File: config.mk
export PLATFORM = sky130hd
export DESIGN_NAME = tone_gen
export DESIGN_NICKNAME = d
export VERILOG_FILES = /design/src/rtl/tone_pkg.sv /design/src/rtl/tone_div.sv /design/src/rtl/tone_gen.sv
export SDC_FILE = /design/constraint.sdc
export NUM_CORES = 1
export LEC_CHECK = 0
export BUFFER_PORTS_ARGS = -buffer_cell sky130_fd_sc_hd__buf_2
export CAP_MARGIN = 5
export CORE_UTILIZATION = 53
export CTS_CLUSTER_SIZE = 25
export DETAILED_ROUTE_END_ITERATION = 12
export GPL_TIMING_DRIVEN = 1
export PLACE_DENSITY = 0.72
export RECOVER_POWER = 100
export SLEW_MARGIN = 20
export SYNTH_ARGS = -nofsm -noshare
export SYNTH_HDL_FRONTEND = slang
export SYNTH_HIERARCHICAL = 1
export SYNTH_SLANG_ARGS = --single-unit
File: constraint.sdc
create_clock -name clk -period 3.85 [get_ports clk]
set_clock_uncertainty 0.05 [all_clocks]
set_input_delay 0.1925 -clock clk [delete_from_list [all_inputs] [get_ports clk]]
set_output_delay 0.1925 -clock clk [all_outputs]
set_load 0.02 [all_outputs]
File: src/rtl/tone_pkg.sv
// ----------------------------------------------------------------------------
// tone_pkg: shared types and constants for the tone_gen note player.
//   - state_e      : player FSM states (ST_GAP only with TONE_GAP_EN defined)
//   - SEMI_*       : semitone codes C..B and the rest code
//   - FREQ_CHZ     : octave-0 note frequencies C0..B0 in centihertz
//   - half_table() : constant function giving octave-0 half-periods in clock
//                    cycles, CLK_HZ / (2 * f), truncated
//   - HALF_TBL     : the table evaluated for the default 50 MHz clock
// Configuration macro: TONE_GAP_EN adds the articulation GAP state.
// ----------------------------------------------------------------------------
package tone_pkg;

    typedef enum logic [1:0] {
        ST_IDLE = 2'd0,
        ST_PLAY = 2'd1
`ifdef TONE_GAP_EN
        , ST_GAP = 2'd2
`endif
    } state_e;

    localparam logic [3:0] SEMI_C    = 4'd0;
    localparam logic [3:0] SEMI_CS   = 4'd1;
    localparam logic [3:0] SEMI_D    = 4'd2;
    localparam logic [3:0] SEMI_DS   = 4'd3;
    localparam logic [3:0] SEMI_E    = 4'd4;
    localparam logic [3:0] SEMI_F    = 4'd5;
    localparam logic [3:0] SEMI_FS   = 4'd6;
    localparam logic [3:0] SEMI_G    = 4'd7;
    localparam logic [3:0] SEMI_GS   = 4'd8;
    localparam logic [3:0] SEMI_A    = 4'd9;
    localparam logic [3:0] SEMI_AS   = 4'd10;
    localparam logic [3:0] SEMI_B    = 4'd11;
    localparam logic [3:0] SEMI_REST = 4'd12;   // 12..15 all decode as rest

    typedef int unsigned half_tbl_t [0:11];

    // C0..B0 in centihertz (16.35 Hz .. 30.87 Hz).
    localparam half_tbl_t FREQ_CHZ = '{
        1635, 1732, 1835, 1945, 2060, 2183,
        2312, 2450, 2596, 2750, 2914, 3087
    };

    function automatic half_tbl_t half_table(input logic [63:0] clk_hz);
        half_tbl_t tbl;
        for (int i = 0; i < 12; i++) begin
            tbl[i] = 32'((clk_hz * 64'd100) / (64'd2 * 64'(FREQ_CHZ[i])));
        end
        return tbl;
    endfunction

    localparam logic [63:0] DEF_CLK_HZ = 64'd50_000_000;
    localparam half_tbl_t   HALF_TBL   = half_table(DEF_CLK_HZ);

endpackage

File: src/rtl/tone_div.sv
// ----------------------------------------------------------------------------
// tone_div: loadable half-period down-counter with a toggling square output.
//   clk     in   system clock
//   rst_n   in   synchronous active-low reset
//   load_i  in   load half_i as reload value and count, force spk_o low
//   half_i  in   half-period in clock cycles
//   run_i   in   count down; at 1 reload and toggle spk_o
//   spk_o   out  square wave; forced low whenever neither load nor run
// ----------------------------------------------------------------------------
module tone_div #(
    parameter int HP_W = 21
) (
    input  logic            clk,
    input  logic            rst_n,
    input  logic            load_i,
    input  logic [HP_W-1:0] half_i,
    input  logic            run_i,
    output logic            spk_o
);

    logic [HP_W-1:0] half_q;
    logic [HP_W-1:0] cnt_q;
    logic            spk_q;

    // NOTE: sequential state is written only with non-blocking assignments so
    // every register samples the pre-edge value of every other register.
    always_ff @(posedge clk) begin
        if (!rst_n) begin
            half_q <= '0;
            cnt_q  <= '0;
            spk_q  <= 1'b0;
        end else if (load_i) begin
            half_q <= half_i;
            cnt_q  <= half_i;
            spk_q  <= 1'b0;
        end else if (run_i) begin
            // Reloading at 1 (not 0) makes each output phase exactly half_q cycles.
            if (cnt_q == HP_W'(1)) begin
                cnt_q <= half_q;
                spk_q <= ~spk_q;
            end else begin
                cnt_q <= cnt_q - HP_W'(1);
            end
        end else begin
            spk_q <= 1'b0;
        end
    end

    assign spk_o = spk_q;

endmodule

File: src/rtl/tone_gen.sv
// ----------------------------------------------------------------------------
// tone_gen: note player driven by a microcontroller note/duration register.
//   clk      in   system clock, rising edge
//   reset    in   synchronous active-low reset
//   note_in  in   [7] gate, [6:4] octave, [3:0] semitone (12..15 = rest)
//   dur_in   in   duration in ticks, 0 = sustain while gated
//   spk      out  square-wave speaker drive
//   playing  out  high while a note, rest (or gap) is active
//   done     out  one-cycle pulse when a timed duration expires
// Configuration macro: TONE_GAP_EN -- a retrigger from PLAY first spends one
// silent tick in GAP so repeated notes are articulated.
// ----------------------------------------------------------------------------
module tone_gen
    import tone_pkg::*;
#(
    parameter int unsigned CLK_HZ  = 50_000_000,
    parameter int unsigned TICK_HZ = 1000,
    parameter int          HP_W    = 21
) (
    input  logic       clk,
    input  logic       reset,
    input  logic [7:0] note_in,
    input  logic [7:0] dur_in,
    output logic       spk,
    output logic       playing,
    output logic       done
);

    localparam int unsigned PRE_DIV = CLK_HZ / TICK_HZ;
    localparam int          PRE_W   = (PRE_DIV > 1) ? $clog2(PRE_DIV) : 1;
    // NOTE: the table is a constant, not storage, so it needs no reset.
    localparam half_tbl_t   HP_TBL  = half_table(64'(CLK_HZ));

    state_e           state_q;
    logic [7:0]       note_q;
    logic             arm_q;
    logic [7:0]       dur_q;
    logic             rest_q;
    logic [PRE_W-1:0] pre_q;
    logic [7:0]       tick_q;
    logic             playing_q;
    logic             done_q;

    logic             trigger;
    logic             gate_off;
    logic             tick_now;
    logic             expire;
    logic             div_run;
    logic [3:0]       semi_idx;
    logic [HP_W-1:0]  hp_load;

    // arm_q blocks the first cycle after reset so a stale non-zero note_in is
    // only sampled, never replayed.
    assign trigger  = arm_q && (note_in != note_q) && note_in[7];
    assign gate_off = !note_in[7];
    assign tick_now = (pre_q == PRE_W'(PRE_DIV - 1));
    assign expire   = (state_q == ST_PLAY) && (dur_q != 8'd0) && tick_now &&
                      ((tick_q + 8'd1) == dur_q);

    // Stop the divider on the same edge the FSM leaves PLAY so spk is already
    // low in the first IDLE cycle.
    assign div_run  = (state_q == ST_PLAY) && !rest_q && !gate_off && !expire;

    assign semi_idx = (note_in[3:0] > SEMI_B) ? SEMI_C : note_in[3:0];
    assign hp_load  = HP_W'(HP_TBL[semi_idx] >> note_in[6:4]);

    always_ff @(posedge clk) begin
        if (!reset) begin
            state_q   <= ST_IDLE;
            note_q    <= 8'd0;
            arm_q     <= 1'b0;
            dur_q     <= 8'd0;
            rest_q    <= 1'b0;
            pre_q     <= '0;
            tick_q    <= 8'd0;
            playing_q <= 1'b0;
            done_q    <= 1'b0;
        end else begin
            note_q <= note_in;
            arm_q  <= 1'b1;
            done_q <= 1'b0;
            // Priority: trigger, then gate-off, then expiry.
            if (trigger) begin
                dur_q     <= dur_in;
                rest_q    <= (note_in[3:0] >= SEMI_REST);
                pre_q     <= '0;
                tick_q    <= 8'd0;
                playing_q <= 1'b1;
`ifdef TONE_GAP_EN
                state_q   <= (state_q == ST_PLAY) ? ST_GAP : ST_PLAY;
`else
                state_q   <= ST_PLAY;
`endif
            end else if (gate_off) begin
                state_q   <= ST_IDLE;
                playing_q <= 1'b0;
                pre_q     <= '0;
                tick_q    <= 8'd0;
            end else begin
                case (state_q)
                    ST_PLAY: begin
                        if (expire) begin
                            state_q   <= ST_IDLE;
                            playing_q <= 1'b0;
                            done_q    <= 1'b1;
                            pre_q     <= '0;
                            tick_q    <= 8'd0;
                        end else if (tick_now) begin
                            pre_q  <= '0;
                            tick_q <= tick_q + 8'd1;
                        end else begin
                            pre_q <= pre_q + PRE_W'(1);
                        end
                    end
`ifdef TONE_GAP_EN
                    ST_GAP: begin
                        pre_q <= tick_now ? '0 : pre_q + PRE_W'(1);
                        if (tick_now) begin
                            state_q <= ST_PLAY;
                            tick_q  <= 8'd0;
                        end
                    end
`endif
                    default: begin
                        pre_q  <= '0;
                        tick_q <= 8'd0;
                    end
                endcase
            end
        end
    end

    tone_div #(
        .HP_W (HP_W)
    ) u_div (
        .clk    (clk),
        .rst_n  (reset),
        .load_i (trigger),
        .half_i (hp_load),
        .run_i  (div_run),
        .spk_o  (spk)
    );

    assign playing = playing_q;
    assign done    = done_q;

endmodule
==> run summary, run 1 <==
The transition time at the pin with the least slew margin is 1.37 ns. The shortest clock period the worst path allows after layout came out at 3.27 ns. The tree built by TritonCTS fans out to 87 sinks. The tightest slew margin relative to the limit came out at 0.0871. The routed via count came out at 5067. The worst hold path begins at dur_in[3]. The library cell with the largest summed area after synthesis is dfxtp_1.

The start-to-end type of the worst setup path is reg2reg. The clock share of power came out at 0.329. The delay of the slowest critical-path stage came out at 0.67 ns. After clock tree synthesis, the flow added hold-fix buffers numbering 0.

Timing would allow up to 305 MHz. Port buffering added 20 buffers. The tightest hold path in the finished design has a slack of 0.0230 ns. The row count came out at 37. The number of setup violations in the final report is 0. The final number of hold-violating endpoints was 0. Setup repair after global routing left no endpoint under its margin. The critical-path cell with the highest stage delay is or4b_2. Of the total power, combinational logic draws 0.240. The largest net degree at the start of global routing is 47. In this run, the number of DRC markers left after iteration 0 of detailed routing was 333. The number of antenna violations at the first check in global routing came out at 0.

The register clock-pin slew on the reported worst setup and hold paths is 0.08 ns. The placed wire-length estimate after detailed placement is 9.86 mm. After synthesis, the cell types taking the most area are dfxtp_1, mux2i_1, nor2_1. The post-detailed-route wirelength per cell is 16.8 um. The overall power of the completed layout came out at 2.29 mW.

The clock tree synthesis step divided the H-tree into 3 levels. Of all nets on the critical path, the largest fanout is 16. For this configuration, the core starts out at a cell density of 0.555. The number of remaining DRC errors came out at 0. Of the total power, the share spent switching nets is 0.298. The worst register-to-register path begins at pre_q[5]$_SDFF_PP0_. The portion of the post-synthesis area used by sequential elements came out at 0.300. Synthesis produced 694 cells. The clock tree buffer depth came out at 2. The average instance in the mapped netlist occupies 8.36 sq um.

The cell area that synthesis handed to floorplanning was 5800 sq um. The worst register-to-register path ends at u_div/cnt_q[19]$_SDFFE_PN0P_. TritonCTS built the clock tree. In this run the post-CTS setup repair buffer count came out at 0. The number of cells traversed by the worst hold path came out at 3.

At the later pin of the worst-skew pair, clock insertion delay measures 0.35 ns. From synthesis to final layout, the design area changed by 5.26%. The final total negative setup slack is 0 ns.

The vertical die dimension is 107 um. STA classifies the critical path startpoint as a flop. The count of maximum capacitance violations is 0. The net count after synthesis is 724. In this run, CTS created clock tree buffers numbering 9.

The number of warnings printed during yosys synthesis is 6. The total congestion overflow came out at 0. The overall track demand over capacity in global routing came out at 0.256. The chip width came out at 107 um. The total wire length after detailed routing is 13.8 mm. The flow ran to the end, and the final reports show no timing, DRC or antenna violations. The global-route wire length before repair came out at 23.3 mm. The power density normalized to cell area came out at 374 nW/um^2. The final-stage net count came out at 713. The count of antenna diodes in the layout came out at 0. The area of the die is 11400 sq um. The maximum VDD drop came out at 221 uV. The flip-flop and latch count after synthesis is 87. The final period utilization came out at 0.850. For hold timing, the worst endpoint is dur_q[3]$_SDFFE_PN0P_.

The number of global-route vias before repair came to 4701. The internal power of the cells totals 1.61 mW. The post-detailed-route via-to-cell ratio came out at 6.16. The count of cells in the finished layout, fillers not included, comes to 823. The share of total power dissipated in sequential elements is 0.431. The depth of the worst register-to-register path came out at 11. The top-area cell type share of the netlist area came out at 0.300. The first-pass iteration count of the detailed router came out at 7.

The top-level port count came out at 21. The required time of the critical path came out at 4.06 ns. The count of distinct cell types in the synthesized netlist is 80. The area of the placeable core came out at 10500 sq um. The endpoint class of the critical path is a flop.

The flip-flop cell with the highest count after synthesis is dfxtp_1. The slack of the worst reg-to-reg path came out at 0.58 ns. The net load switching power came out at 0.681 mW. In this run, placement finished with an instance count of 808.

The number of nets with antenna violations after routing came out at 0. The weighted congestion at the end of routability-driven global placement came out at 0.926. Walking the worst path, the cells encountered are or4b_2 > nor4_1 > buf_4 > o2111ai_1 > nor4_1 > nor3_2 > buf_4 > nor2_1 > a22o_1 > nand2_1 > o31ai_1. For this run, asynchronously set or reset flops after synthesis account for 0. The static leakage came out at 2.27 nW. The data arrival time at the worst-slack endpoint is 3.48 ns.

The count of pins over their slew limit is 0. The worst setup slack before clock tree synthesis came out at 0.869 ns. The number of enable flip-flop cells after synthesis is 0. In this run the worst hold path is classified as in2reg. The quantity of gates resized following cts came out at 0.

The fraction of final layout cells with drive strength greater than 1 is 0.114. The root buffer cell chosen for the clock tree is clkbuf_8. The post-layout worst setup margin is 0.577 ns.
-- metal layers --
metal	wire, um	track usage
met1	6240	0.345
met2	6600	0.410
met3	663	0.0413
met4	295	0.102
met5	0	0
-- synthesized netlist by cell type (5+ instances only) --
master	n
buf_2	12
nand4_1	10
mux2_2	11
mux2i_1	42
xor2_1	20
a21oi_1	30
buf_1	8
nor4_1	7
o311ai_0	6
nor2b_1	5
nand2b_1	11
nor2_1	81
nor3_1	34
clkbuf_1	26
o211ai_1	7
nand3_1	21
xnor2_1	30
mux4_2	13
a21o_1	7
a31oi_1	9
nand2_1	51
and3_1	5
ha_1	12
o21ai_0	29
a211oi_1	9
inv_1	19
and2_1	8
dfxtp_1	87
-- worst max-delay path by stage --
stage                                   endpoint                    from
finish              u_div/cnt_q[19]$_SDFFE_PN0P_     pre_q[5]$_SDFF_PP0_
global route         u_div/cnt_q[6]$_SDFFE_PN0P_     pre_q[5]$_SDFF_PP0_
CTS                 u_div/cnt_q[17]$_SDFFE_PN0P_  tick_q[0]$_SDFFE_PP0N_
detailed placement  u_div/cnt_q[18]$_SDFFE_PN0P_  tick_q[0]$_SDFFE_PP0N_
global placement     u_div/cnt_q[6]$_SDFFE_PN0P_     pre_q[5]$_SDFF_PP0_
floorplan            u_div/cnt_q[5]$_SDFFE_PN0P_              note_in[3]
-- power by group through the flow --
stage / Sequential [mW] / Combinational, mW / Clock (mW)
after CTS: 0.984 / 0.546 / 0.770
after global routing: 0.992 / 0.608 / 0.808
after detailed placement: 1.00 / 0.544 / 0
after floorplan: 0.990 / 0.436 / 0
after global placement: 1.00 / 0.534 / 0
final: 0.985 / 0.549 / 0.753
-- logic make-up (layout without fill, tap and decap cells) --
logic type / Yosys count / after routing / synth area share
multiplexers: 66 / 66 / 0.144
AND/OR/NAND/NOR: 267 / 267 / 0.237
adder cells (fa/ha/maj): 12 / 12 / 0.0259
flip-flops: 87 / 87 / 0.300
AO/OA/AOI/OAI: 139 / 139 / 0.162
XOR/XNOR: 50 / 50 / 0.0754
buffers and inverters: 73 / 66 / 0.0550
-- stage by stage --
stage / area [sq um] / utilization
after floorplan: 5800 / -
after global placement: 5910 / 0.565
after CTS: 6140 / 0.587
after global routing: 6110 / 0.584
final: 6110 / 0.584
after detailed placement: 5910 / 0.565
-- placed cells by master (no fill, tap or decap), types with 4 or more instances in the layout --
cell,Yosys,final
clkbuf_1,26,7
xor2_1,20,20
nand4_1,10,10
nand3b_1,4,4
o211ai_1,7,7
mux2i_1,42,42
nor4_1,7,9
clkbuf_8,0,9
dfxtp_1,87,87
nand3_1,21,21
buf_2,12,15
ha_1,12,12
nand2b_1,11,11
o31ai_1,4,4
nor2b_1,5,5
buf_4,1,8
mux4_2,13,13
and3_1,5,5
o311ai_0,6,6
nor3_1,34,33
a21oi_1,30,30
a21o_1,7,7
xnor2_1,30,30
a211oi_1,9,9
and2_1,8,6
mux2_2,11,8
inv_1,19,19
a31oi_1,9,9
nand2_1,51,51
o21ai_0,29,29
nor2_1,81,81
-- area by class of cell --
| class | count | area [sq um] |
|---|---|---|
| Clock buffer | 10 | 128 |
| Clock inverter | 5 | 106 |
| Fill cell | 950 | 4350 |
| Inverter | 22 | 82.6 |
| Multi-Input combinational cell | 534 | 3720 |
| Sequential cell | 87 | 1740 |
| Tap cell | 136 | 170 |
| Timing Repair Buffer | 29 | 158 |
-- worst max-delay path: cells and delay by family, from the launching register on --
kind | cells | cell delay [ns]
AOI/OAI and AO/OA | 3 | 0.44
DFF | 1 | 0.36
and+or+nand+nor | 6 | 1.84
buffers and inverters | 2 | 0.48
-- sequential cells by signal, indices dropped and copies added, names as in the netlist --
signal,count
arm_q,1
done,1
dur_q,8
note_q,8
pre_q,16
rest_q,1
state_q,1
tick_q,8
u_div/cnt_q,21
u_div/half_q,21
u_div/spk_o,1
(Power assumes the default switching activity.)
==> inputs of run 2 (changes only) <==
Settings changed: CTS_BUF_LIST set to sky130_fd_sc_hd__clkbuf_4.
==> run 2 against run 1 <==
Worst setup slack worse by 0.0063 ns; largest power group unchanged; fmax shrank 0.19%; via count increased by 0.36%; critical endpoint unchanged.
==> run summary, run 2 (synthesis results as in run 1) <==
The static leakage is 2.29 nW (was 2.27 nW). The clock sink count was 87 (unchanged). The row count is 37 (unchanged). The number of antenna violations at the first check in global routing came out at 0 (unchanged).

Unrepaired setup endpoints after global routing: false (unchanged). The endpoint class of the critical path is a flop (unchanged). The routed via count is 5085 (was 5067). The met1 capacity usage during global routing is 0.346 (was 0.345). The leading cell type in the layout, fill and taps excluded is dfxtp_1 (unchanged). The H-tree depth reported by CTS is 3 (unchanged). The area added between synthesis and finish came out at 5.91% (was 5.26%). The total wire length after detailed routing is 14.0 mm (was 13.8 mm). The transition time at the pin with the least slew margin came out at 1.36 ns (was 1.37 ns). The number of buffers added by the clock tree synthesis step came out at 9 (unchanged).

The number of setup violations in the final report came out at 0 (unchanged). The power density normalized to cell area was 357 nW/um^2 (was 374 nW/um^2). The number of cells traversed by the worst hold path came out at 2 (was 3).

The start point of the critical path is pre_q[5]$_SDFF_PP0_ (unchanged). The count of maximum capacitance violations is 0 (unchanged). The chip width came out at 107 um (unchanged). The number of remaining DRC errors is 0 (unchanged). The clock tree buffer depth came out at 2 (unchanged). The register clock-pin slew on the reported worst setup and hold paths was 0.13 ns (was 0.08 ns). The post-layout worst setup margin is 0.570 ns (was 0.577 ns). The largest net degree at the start of global routing is 47 (unchanged). The data arrival time at the worst-slack endpoint came out at 3.59 ns (was 3.48 ns). The post-detailed-route via-to-cell ratio came to 6.11 (was 6.16).

The overall track demand over capacity in global routing is 0.260 (was 0.256). The final number of hold-violating endpoints came to 0 (unchanged). The clock network latency to the later pin of the worst-skew pair is 0.45 ns (was 0.35 ns). The number of I/O port buffers is 20 (unchanged). The final-stage net count came out at 722 (was 713). The number of setup buffers added after CTS is 0 (unchanged). The starting density of the core is 0.555 (unchanged).

The cell at the root of the clock tree is clkbuf_4 (was clkbuf_8). The largest driver fanout on the critical path is 16 (unchanged). The count of antenna diodes in the layout is 0 (unchanged). The maximum VDD drop is 220 uV (was 221 uV). The tightest slew margin relative to the limit was 0.0914 (was 0.0871). The area of the placeable core is 10500 sq um (unchanged). The global-route wire length before repair came to 23.6 mm (was 23.3 mm). The top-level port count was 21 (unchanged). The met3 layer usage reported by global route came out at 0.0395 (was 0.0413). The routing layer with the top usage in global route is met2 (unchanged). The startpoint type of the worst setup path is a flop (unchanged).

The required time of the critical path is 4.16 ns (was 4.06 ns). The shortest clock period the worst path allows after layout came out at 3.28 ns (was 3.27 ns). The post-detailed-route wirelength per cell was 16.8 um (about the same). The placed wire-length estimate after detailed placement is 9.86 mm (unchanged).

The DRC marker count from the first detailed-route iteration came to 385 (was 333). The final total negative setup slack was 0 ns (unchanged). The final period utilization came out at 0.852 (was 0.850). The first-pass iteration count of the detailed router came out at 5 (was 7). The achievable clock frequency came out at 305 MHz (about the same).

The type of the tightest min-delay check is in2reg (unchanged). The worst setup slack before clock tree synthesis came out at 0.869 ns (unchanged). Run status: completed (unchanged). The total congestion overflow is 0 (unchanged).

The count of pins over their slew limit came out at 0 (unchanged). The number of nets with antenna violations after routing came out at 0 (unchanged). The weighted congestion at the end of routability-driven global placement is 0.926 (unchanged). Largest registers: u_div/cnt_q (21), u_div/half_q (21), pre_q (16) (unchanged).

The vertical die dimension came out at 107 um (unchanged). The startpoint of the tightest hold check path is note_in[1] (was dur_in[3]). The start-to-end type of the worst setup path is reg2reg (unchanged). The worst reg2reg path startpoint is pre_q[5]$_SDFF_PP0_ (unchanged). The clock tree from TritonCTS was yes (unchanged). The utilization of the core after routing is 0.588 (was 0.584).

The number of global-route vias before repair is 4793 (was 4701). The depth of the worst register-to-register path is 11 (unchanged). Highest-count cells in the layout ignoring fill and taps: dfxtp_1, nor2_1, nand2_1 (unchanged). The met2 track utilization from global routing came to 0.423 (was 0.410). The fraction of final layout cells with drive strength greater than 1 came out at 0.114 (about the same). The number of fill cells came out at 946 (was 950). The area of the die is 11400 sq um (unchanged).
==> run 2: cell types whose count changed in the layout (fill, tap and decap cells not counted) <==
cell and delta:
clkbuf_1 -1, dlygate4sd3_1 +9, clkbuf_4 +10, clkbuf_8 -9
==> run 2: stage by stage <==
stage / hold WS, ns / area, sq um / instances / power (mW)
finish: 0.0259 / 6150 / 832 / 2.19
detailed placement: 0.387 / 5910 / 808 / 1.55
global placement: 0.374 / 5910 / 808 / 1.54
CTS: 0.00596 / 6180 / 832 / 2.20
global route: 0.0221 / 6150 / 832 / 2.31
floorplan: 0.170 / 5800 / 694 / 1.43
==> run 2: repair_timing <==
| action | CTS | global route |
|---|---|---|
| resized for setup | 0 | 0 |
| endpoints found under the setup margin | 0 | 0 |
| hold endpoints to repair | 9 | 0 |
| hold buffers | 9 | 0 |
==> run 2: metal layers <==
layer / share of wire / up-vias
met2: 0.48 / 150
li1: - / 2505
met1: 0.45 / 2399
met3: 0.053 / 31
met5: 0 / -
met4: 0.025 / 0
==> run 2: final timing paths <==
path	slack (ns)	endpoint
max	0.57	u_div/cnt_q[19]$_SDFFE_PN0P_
min	0.03	note_q[1]$_SDFF_PN0_
max reg2reg	0.57	u_div/cnt_q[19]$_SDFFE_PN0P_
min reg2reg	0.42	u_div/half_q[12]$_SDFFE_PN0P_
==> run 2: layout make-up <==
type	count	area, sq um	share of cell area
multi-input cells	534	3720	0.606
clock inverters	5	106	0.0173
repair buffers	38	248	0.0403
well taps	136	170	0.0277
flip-flops and latches	87	1740	0.283
clock buffers	10	75.1	0.0122
inverters	22	82.6	0.0134
==> run 2: critical path, stage by stage (launching register included) <==
cell and delay (ns):
dfxtp_1 0.37, or4b_2 0.67, nor4_1 0.31, buf_4 0.24, o2111ai_1 0.15, nor4_1 0.34
nor3_2 0.18, buf_4 0.24, nor2_1 0.29, a22o_1 0.18, nand2_1 0.05, o31ai_1 0.12
==> run 2: power by group <==
part | internal (mW) | total, mW | switching (mW)
clock network | 0.335 | 0.650 | 0.315
logic | 0.240 | 0.557 | 0.318
registers | 0.943 | 0.986 | 0.0431
==> inputs of run 3 (changes only) <==
Settings changed: ABC_AREA set to 1.
==> run 3 against run 2 <==
Via count increased by 10%; die area decreased by 1.5%; worst setup slack improved by 0.016 ns; flip-flop and latch count unchanged; register-to-register slack improved by 0.17 ns; sequential share of layout area increased by 0.33 points; clock power decreased by 11%; routed wire length decreased by 2.7%.
==> run summary, run 3 <==
Largest cells by area after synthesis: dfxtp_1, nand2_1, nand3_1 (was dfxtp_1, mux2i_1, nor2_1). The number of nets with antenna violations after routing was 0 (unchanged). The clock tree from TritonCTS was yes (unchanged).

The power density normalized to cell area is 343 nW/um^2 (was 357 nW/um^2). The transition time at the pin with the least slew margin is 1.24 ns (was 1.36 ns). The final cell count without fillers came to 1076 (was 832). The post-detailed-route via-to-cell ratio is 5.22 (was 6.11).

The chip width is 106 um (was 107 um). The start-to-end type of the worst setup path is in2reg (was reg2reg). The tightest slew margin relative to the limit is 0.171 (was 0.0914). The worst reg2reg path startpoint is tick_q[0]$_SDFFE_PP0N_ (was pre_q[5]$_SDFF_PP0_). The register clock-pin slew on the reported worst setup and hold paths is 0.13 ns (about the same).

The largest net degree at the start of global routing came to 35 (was 47). The achievable clock frequency is 306 MHz (was 305 MHz). The DRC marker count from the first detailed-route iteration is 384 (was 385).

Highest-count cells in the layout ignoring fill and taps: nand2_1, nor2_1, inv_1 (was dfxtp_1, nor2_1, nand2_1). The number of setup buffers added after CTS is 0 (unchanged). The slack of the worst reg-to-reg path came out at 0.74 ns (was 0.57 ns). The number of global-route vias before repair came to 5068 (was 4793).

The number of warnings printed during yosys synthesis is 6 (unchanged). The clock tree buffer depth is 2 (unchanged). The top-area cell type share of the netlist area is 0.305 (was 0.300).

The post-layout worst setup margin is 0.586 ns (was 0.570 ns). The gate count after technology mapping is 922 (was 694). The weighted congestion at the end of routability-driven global placement was 0.901 (was 0.926). The count of antenna diodes in the layout is 0 (unchanged).

The data arrival time at the worst-slack endpoint came out at 3.60 ns (was 3.59 ns). The leading cell type in the layout, fill and taps excluded was nand2_1 (was dfxtp_1). The final-stage net count came out at 966 (was 722). The start point of the critical path is note_in[6] (was pre_q[5]$_SDFF_PP0_).

The cell at the root of the clock tree is clkbuf_4 (unchanged). The leading cell type by number of instances after synthesis is nand2_1 (was dfxtp_1). The total congestion overflow came out at 0 (unchanged). The worst setup slack before clock tree synthesis came out at 0.404 ns (was 0.869 ns). The number of buffers added by the clock tree synthesis step is 9 (unchanged). The number of remaining DRC errors came to 0 (unchanged). The share of async-settable or async-resettable flops after synthesis was 0 (unchanged). The endpoint class of the critical path is a flop (unchanged).

The capture instance of the worst register-to-register path is u_div/cnt_q[4]$_SDFFE_PN0P_ (was u_div/cnt_q[19]$_SDFFE_PN0P_). The largest driver fanout on the critical path is 21 (was 16). The top-level port count is 21 (unchanged). The row count came out at 37 (unchanged).

The number of fill cells is 1044 (was 946). Run status: completed (unchanged). The shortest clock period the worst path allows after layout came to 3.26 ns (was 3.28 ns).

The placed wire-length estimate after detailed placement came out at 9.82 mm (was 9.86 mm). The depth of the worst register-to-register path is 17 (was 11). The type of the tightest min-delay check is in2reg (unchanged). The worst slack on hold paths came out at 0.0575 ns (was 0.0259 ns). Largest registers: u_div/cnt_q (21), u_div/half_q (21), pre_q (16) (unchanged). The library cell with the largest summed area after synthesis is dfxtp_1 (unchanged). The final total negative setup slack came out at 0 ns (unchanged).

The global-route wire length before repair came to 23.7 mm (was 23.6 mm). The number of I/O port buffers is 20 (unchanged). The clock network latency to the later pin of the worst-skew pair is 0.45 ns (about the same). The area added between synthesis and finish came out at 6.28% (was 5.91%). The count of pins over their slew limit is 0 (unchanged).

The final period utilization is 0.848 (was 0.852). The maximum VDD drop came to 218 uV (was 220 uV). The number of antenna violations at the first check in global routing came out at 0 (unchanged). The fraction of final layout cells with drive strength greater than 1 is 0.0777 (was 0.114).

The vertical die dimension was 106 um (was 107 um). The average size of a mapped cell is 6.20 sq um (was 8.36 sq um). The number of setup violations in the final report came out at 0 (unchanged).

The total wire length after detailed routing is 13.6 mm (was 14.0 mm). Commonest cells post-synth: nand2_1, nor2_1, inv_1 (was dfxtp_1, nor2_1, nand2_1). The final number of hold-violating endpoints is 0 (unchanged). The capturing element of the worst setup path is u_div/cnt_q[4]$_SDFFE_PN0P_ (was u_div/cnt_q[19]$_SDFFE_PN0P_).

The net count after synthesis is 952 (was 724). The count of distinct cell types in the synthesized netlist is 43 (was 80). The portion of the post-synthesis area used by sequential elements is 0.305 (was 0.300).

The post-synthesis cell area came out at 5720 sq um (was 5800 sq um). The static leakage is 2.65 nW (was 2.29 nW). The clock sink count is 87 (unchanged).

Unrepaired setup endpoints after global routing: false (unchanged). The starting density of the core came out at 0.551 (was 0.555). The overall track demand over capacity in global routing came out at 0.260 (about the same). The number of cells after detailed placement is 1048 (was 808).

The flip-flop and latch count after synthesis is 87 (unchanged). The first-pass iteration count of the detailed router came out at 5 (unchanged). The number of enable flip-flop cells after synthesis is 0 (unchanged). The area of the die is 11200 sq um (was 11400 sq um). The startpoint type of the worst setup path is an input pin (was flop). The area of the placeable core is 10400 sq um (was 10500 sq um). The required time of the critical path is 4.18 ns (was 4.16 ns). The flip-flop cell with the highest count after synthesis was dfxtp_1 (unchanged). The post-detailed-route wirelength per cell is 12.6 um (was 16.8 um). The count of maximum capacitance violations came to 0 (unchanged). The H-tree depth reported by CTS came out at 3 (unchanged). The routed via count is 5613 (was 5085).
==> run 3: changes by cell type in the layout (fill, tap and decap cells not counted), sizes merged, moves of 33 or more <==
cell,change
inv,+80
mux2i,-40
nand2,+234
nand3,+65
nor2,+45
o21ai,+33
==> run 3: cell type report <==
cell class | instances | area (sq um) | share of cell area
Inverter | 100 | 375 | 0.0618
Clock inverter | 5 | 73.8 | 0.0121
Tap cell | 136 | 170 | 0.0280
Multi-Input combinational cell | 703 | 3400 | 0.560
Clock buffer | 10 | 75.1 | 0.0124
Timing Repair Buffer | 35 | 235 | 0.0387
Sequential cell | 87 | 1740 | 0.287
==> run 3: critical path, cell delays in order <==
cell and delay [ns]:
clkbuf_1 0.60, inv_1 0.52, nand2_1 0.18, o21ai_0 0.10, nor2_1 0.11, nand4_1 0.09
nand2_1 0.34, inv_1 0.13, nor2_2 0.59, inv_1 0.34, o21ai_0 0.24, nand2_1 0.07
o21ai_0 0.10
==> run 3: per-stage QoR <==
stage / area [sq um] / total power [mW] / util
final: 6080 / 2.08 / 0.586
after global routing: 6080 / 2.22 / 0.586
after CTS: 6110 / 2.09 / 0.589
after detailed placement: 5830 / 1.51 / 0.562
after global placement: 5830 / 1.50 / 0.562
after floorplan: 5720 / 1.40 / -
==> run 3: worst min path at each step <==
stage / start / end / slack (ns) / depth (start not counted)
floorplan: reset / arm_q$_DFF_P_ / 0.17 / 0
global placement: note_in[1] / note_q[1]$_SDFF_PN0_ / 0.35 / 3
detailed placement: note_in[1] / note_q[1]$_SDFF_PN0_ / 0.36 / 3
CTS: note_in[6] / note_q[6]$_SDFF_PN0_ / 0.02 / 3
global route: note_in[5] / note_q[5]$_SDFF_PN0_ / 0.05 / 3
finish: note_in[4] / note_q[4]$_SDFF_PN0_ / 0.06 / 3
==> run 3: power by group <==
part / internal (mW) / switching (mW) / leakage, nW
clock network: 0.263 / 0.314 / 0.0837
logic: 0.180 / 0.348 / 1.85
registers: 0.941 / 0.0343 / 0.710
==> run 3: per-layer routing <==
layer | share of wire | wire length, um | global-route usage | vias up
met4 | 0.026 | 359 | 0.106 | 0
li1 | - | - | - | 2970
met2 | 0.45 | 6110 | 0.410 | 118
met1 | 0.49 | 6630 | 0.351 | 2502
met3 | 0.038 | 514 | 0.0439 | 23
met5 | 0 | 0 | 0 | -
==> run 3: cells by family after synthesis <==
kind of cell,count (synthesis),share of synthesized area
AND/OR/NAND/NOR,527,0.400
AO/OA/AOI/OAI,145,0.143
buffers and inverters,132,0.0963
flip-flops,87,0.305
XOR/XNOR,17,0.0260
adder cells (fa/ha/maj),12,0.0263
multiplexers,2,0.00350
==> run 3: timing repair <==
| action | 4_1_cts | 5_1_grt |
|---|---|---|
| hold endpoints to repair | 13 | 0 |
| gates resized for setup | 0 | 0 |
| hold buffers | 13 | 0 |
| endpoints found under the setup margin | 0 | 0 |
